File: src/rtl/serial_subtractor_pkg.sv
// rtl/serial_subtractor_pkg.sv - shared types and defaults for the bit-serial subtractor
package sub_pkg;

  localparam int DEFAULT_WIDTH = 4;

  typedef enum logic [1:0] {
    IDLE  = 2'd0,
    SHIFT = 2'd1,
    DONE  = 2'd2
  } state_e;

endpackage

File: src/rtl/serial_subtractor_full_adder.sv
// rtl/serial_subtractor_full_adder.sv - single-bit full adder cell
module full_adder (
  input  logic a_i,
  input  logic b_i,
  input  logic c_i,
  output logic s_o,
  output logic c_o
);

  assign s_o = a_i ^ b_i ^ c_i;
  assign c_o = (a_i & b_i) | (a_i & c_i) | (b_i & c_i);

endmodule

File: src/rtl/serial_subtractor.sv
// rtl/serial_subtractor.sv - bit-serial A - B - Bin, LSB first, valid/ready on both sides
module serial_subtractor
  import sub_pkg::*;
#(
  parameter  int WIDTH = DEFAULT_WIDTH,
  localparam int CNT_W = $clog2(WIDTH + 1)
) (
  input  logic             clk,
  input  logic             rst_n,
  input  logic             in_valid,
  output logic             in_ready,
  input  logic [WIDTH-1:0] A,
  input  logic [WIDTH-1:0] B,
  input  logic             Bin,
  output logic             out_valid,
  input  logic             out_ready,
  output logic [WIDTH-1:0] diff,
  output logic             borrow,
  output logic             ovf
);

  localparam logic [CNT_W-1:0] LAST = CNT_W'(WIDTH - 1);

  state_e           state_q;
  logic [WIDTH-1:0] a_sh_q;
  logic [WIDTH-1:0] b_sh_q;
  logic [WIDTH-1:0] res_q;
  logic [WIDTH-1:0] diff_q;
  logic [CNT_W-1:0] cnt_q;
  logic             carry_q;
  logic             borrow_q;
  logic             ovf_q;
  logic             out_valid_q;

  logic             sum;
  logic             c_next;
  logic [WIDTH-1:0] res_d;

  // Subtraction as A + ~B + ~Bin through one adder cell
  full_adder u_fa (
    .a_i (a_sh_q[0]),
    .b_i (~b_sh_q[0]),
    .c_i (carry_q),
    .s_o (sum),
    .c_o (c_next)
  );

  assign res_d = {sum, res_q[WIDTH-1:1]};

  always_ff @(posedge clk) begin
    if (!rst_n) begin
      state_q     <= IDLE;
      a_sh_q      <= '0;
      b_sh_q      <= '0;
      res_q       <= '0;
      diff_q      <= '0;
      cnt_q       <= '0;
      carry_q     <= 1'b0;
      borrow_q    <= 1'b0;
      ovf_q       <= 1'b0;
      out_valid_q <= 1'b0;
    end else begin
      case (state_q)
        IDLE: begin
          if (in_valid) begin
            a_sh_q  <= A;
            b_sh_q  <= B;
            carry_q <= ~Bin;
            cnt_q   <= '0;
            state_q <= SHIFT;
          end
        end
        SHIFT: begin
          res_q   <= res_d;
          a_sh_q  <= a_sh_q >> 1;
          b_sh_q  <= b_sh_q >> 1;
          carry_q <= c_next;
          cnt_q   <= cnt_q + CNT_W'(1);
          // carry_q here is the carry into the MSB, needed for signed overflow
          if (cnt_q == LAST) begin
            diff_q      <= res_d;
            borrow_q    <= ~c_next;
            ovf_q       <= carry_q ^ c_next;
            out_valid_q <= 1'b1;
            state_q     <= DONE;
          end
        end
        DONE: begin
          if (out_ready) begin
            out_valid_q <= 1'b0;
            state_q     <= IDLE;
          end
        end
        default: state_q <= IDLE;
      endcase
    end
  end

  assign in_ready  = (state_q == IDLE);
  assign out_valid = out_valid_q;
  assign diff      = diff_q;
  assign borrow    = borrow_q;
  assign ovf       = ovf_q;

endmodule

File: config.mk
export PLATFORM = sky130hd
export DESIGN_NAME = serial_subtractor
export DESIGN_NICKNAME = d
export VERILOG_FILES = /design/src/rtl/serial_subtractor_pkg.sv /design/src/rtl/serial_subtractor_full_adder.sv /design/src/rtl/serial_subtractor.sv
export SDC_FILE = /design/constraint.sdc
export NUM_CORES = 1
export LEC_CHECK = 0
export ABC_AREA = 1
export CAP_MARGIN = 10
export CORE_MARGIN = 2
export CORE_UTILIZATION = 30
export DETAILED_ROUTE_END_ITERATION = 12
export GPL_TIMING_DRIVEN = 0
export PLACE_DENSITY = 0.54
export SYNTH_ARGS = -nofsm -noshare
export SYNTH_HDL_FRONTEND = slang
export SYNTH_SLANG_ARGS = --single-unit
File: constraint.sdc
create_clock -name clk -period 2.1 [get_ports clk]
set_input_delay 0.525 -clock clk [delete_from_list [all_inputs] [get_ports clk]]
set_output_delay 0.525 -clock clk [all_outputs]
set_load 0.02 [all_outputs]
==> flow_metrics.tcl <==
set metrics [dict create \
    outcome "finished clean" \
    vias 999 \
    ios 21 \
    fin_area_sq_um 1440 \
    cts-buffers-inserted 3 \
    power_mw 0.952 \
    start_util_pct 31.0 \
    cap_violations 0 \
    skew_ns 0.00218 \
    grt_max_degree 14 \
    synth-xor-area-share_pct 0.771 \
    max_stage_delay_ns 0.36 \
    synthesis.area_sq_um 1140 \
    die_h_um 65.5 \
    area_delta_synth_final_pct 26.8 \
    portBuffers 19 \
    grt_pass1_wl_um 3940 \
    crit_path_top_delay_cell "dlygate4sd2_1" \
    die_w_um 65.5 \
    async_reset_ff_share_pct 0 \
    grt-ovfl-total 0 \
    synth_ff_type "dfxtp_1" \
    viasPerCell 4.18 \
    post-route-drc-count 0 \
    crit_end "in_ready" \
    path_class "flip-flop to output pin" \
    num_antenna_cells 0 \
    clockBufferDepth 2 \
    antenna_found_initial 0 \
    synth_mux_area_share_pct 0 \
    cp_top_family "buffers and inverters" \
    synth-edff-count 0 \
    drive_gt1_share_pct 7.85 \
    max_slew.worst_pin.slew_ns 0.225 \
    powerDensity_nw_per_um2 661 \
    period_needed_ns 1.81 \
    postCtsSetupRepairBufs 0 \
    reg2reg_slack_ns 0.85 \
    final-setup-viol-count 0 \
    drt_first_iter_violations 10 \
    yosysWarnings 0 \
    ff2ff_path_depth 5 \
    drv_slew 0 \
    irDropWorstVdd_uv 235 \
    htreeDepth 1 \
    fin_setup_tns_ns 0 \
    cts-root-buf "clkbuf_8" \
    path_cells "buf_4 > nor2_1 > dlygate4sd2_1" \
    synthAdderAreaFrac_pct 3.96 \
    wl_per_cell_um 9.25 \
    cts_tree "done" \
    clkLatencyLatePin_ns 0.26 \
    max_freq_mhz 551 \
    dp_slack_ns 0.286 \
    arrival_ns 1.29 \
    syn_area_per_cell_sq_um 6.76 \
    crit_start "state_q[0]" \
    clkSlewWorstSetupHoldPaths_ns 0.08 \
    synth_simple_gate_area_share_pct 30.3 \
    num_rows 22 \
    crit_cells 3 \
    place_congestion 0.796 \
    final_antenna_net_count 0 \
    relSlewSlack_pct 85.0 \
    fin_ws_ns 0.286 \
    grt_pass1_vias 943 \
    clock-sinks 24 \
    synth_compound_gate_area_share_pct 8.26 \
    yosys.area.top_type "dfxtp_1" \
    synth_seq_cells 24 \
    hold_viol 0 \
    crit_buf_inv 2 \
    rsz0062_at_grt "false" \
    path_max_fanout 10 \
    r2r_start "carry_q" \
    synth_cell_types 18 \
    critPathLaunchType "flip-flop" \
    synth_top_family_by_area "simple AND/OR/NAND/NOR gates" \
    core_area_sq_um 3660 \
    die_area_sq_um 4300 \
    synth_cells 168 \
    dr.pass1.iters 3 \
    p_leak_nw 0.674 \
    timing.rr.end "ovf" \
    cp-end-kind "output pin" \
    min_period_over_period_pct 86.4 \
    wl_um 2210 \
    hp-class "flip-flop to flip-flop" \
    syn_nets 184 \
    synth_seq_area_share_pct 42.3 \
    place_hpwl_um 1690 \
    required_ns 1.57 \
    ys_top_cells_by_area "dfxtp_1 (42%), nand2_1 (17%), inv_1 (9.6%)" \
    synth_top_area_share_pct 42.3 \
    nets 208 \
    grt_usage_pct 11.6 \
    place_area_sq_um 1390 \
    final_util_pct 39.3 \
]
worst min path at each step:
stage          startpoint         to  slack [ns]  cells past startpoint
2_1_floorplan    cnt_q[2]   cnt_q[2]        0.44                      2
4_1_cts          cnt_q[2]   cnt_q[2]        0.47                      2
5_1_grt         a_sh_q[3]  a_sh_q[3]        0.50                      2
6_report         cnt_q[2]   cnt_q[2]        0.46                      2
3_5_place_dp     cnt_q[2]   cnt_q[2]        0.46                      2
3_3_place_gp    out_valid  out_valid        0.45                      2
area by class of cell:
class / instances / area (sq um)
Fill cell: 411 / 2220
Multi-Input combinational cell: 108 / 492
Sequential cell: 24 / 480
Timing Repair Buffer: 19 / 189
Inverter: 30 / 113
Tap cell: 48 / 60.1
Clock buffer: 4 / 55.1
Buffer: 6 / 51.3
logic make-up after synthesis:
group                    Yosys count
AND/OR/NAND/NOR                   86
buffers and inverters             36
flip-flops                        24
AO/OA/AOI/OAI                     18
adder cells (fa/ha/maj)            3
XOR/XNOR                           1
power breakdown:
group | switching (mW) | internal (mW) | total [mW]
clock network | 0.144 | 0.167 | 0.311
logic | 0.0803 | 0.0677 | 0.148
registers | 0.0128 | 0.480 | 0.492
total | 0.237 | 0.714 | 0.952
flip-flops by register name, summed over array words and instances (netlist names):
register and cells:
state_q 2, res_q 3, diff 4, borrow 1, carry_q 1, ovf 1, b_sh_q 4, cnt_q 3
out_valid 1, a_sh_q 4
cell usage after synthesis (2+ instances only):
library cell / count
nand2_1: 50
inv_1: 29
nor2_1: 28
dfxtp_1: 24
a21oi_1: 13
nand3_1: 4
o21ai_0: 4
buf_6: 3
buf_2: 2
ha_1: 2
nand2_2: 2
placed cells by master (no fill, tap or decap):
| cell | synthesis | layout |
|---|---|---|
| a21oi_1 | 13 | 13 |
| buf_2 | 2 | 2 |
| buf_4 | 1 | 1 |
| buf_6 | 3 | 3 |
| clkbuf_8 | 0 | 4 |
| clkdlybuf4s50_1 | 0 | 18 |
| dfxtp_1 | 24 | 24 |
| dlygate4sd2_1 | 0 | 1 |
| fa_1 | 1 | 1 |
| ha_1 | 2 | 2 |
| inv_1 | 29 | 29 |
| inv_2 | 1 | 1 |
| nand2_1 | 50 | 50 |
| nand2_2 | 2 | 2 |
| nand3_1 | 4 | 4 |
| nand3b_1 | 1 | 1 |
| nor2_1 | 28 | 28 |
| nor2_4 | 1 | 1 |
| o21ai_0 | 4 | 4 |
| o21ai_2 | 1 | 1 |
| xnor2_1 | 1 | 1 |
routing by layer:
metal | wire length, um | track usage (%)
met1 | 1060 | 14.1
met3 | 74 | 2.57
met4 | 8 | 3.13
met5 | 0 | 0
met2 | 1070 | 20.4
through the flow:
stage / cells / hold slack, ns
after floorplan: 168 / 0.439
after global placement: 235 / 0.448
after detailed placement: 235 / 0.457
after CTS: 239 / 0.470
after global routing: 239 / 0.503
final: 239 / 0.462
worst reg2reg max path, delay by kind of cell (launching register included):
kind / cells / cell delay (ns)
adder cells (fa/ha/maj): 1 / 0.46
flip-flops: 1 / 0.35
AND/OR/NAND/NOR: 2 / 0.13
XOR/XNOR: 1 / 0.15
buffers and inverters: 1 / 0.07
timing repair:
item,4_1_cts,5_1_grt
hold buffers,0,0
gates resized for setup,1,0
endpoints found under the setup margin,1,0
No activity file was read; power rests on OpenSTA's default activity.
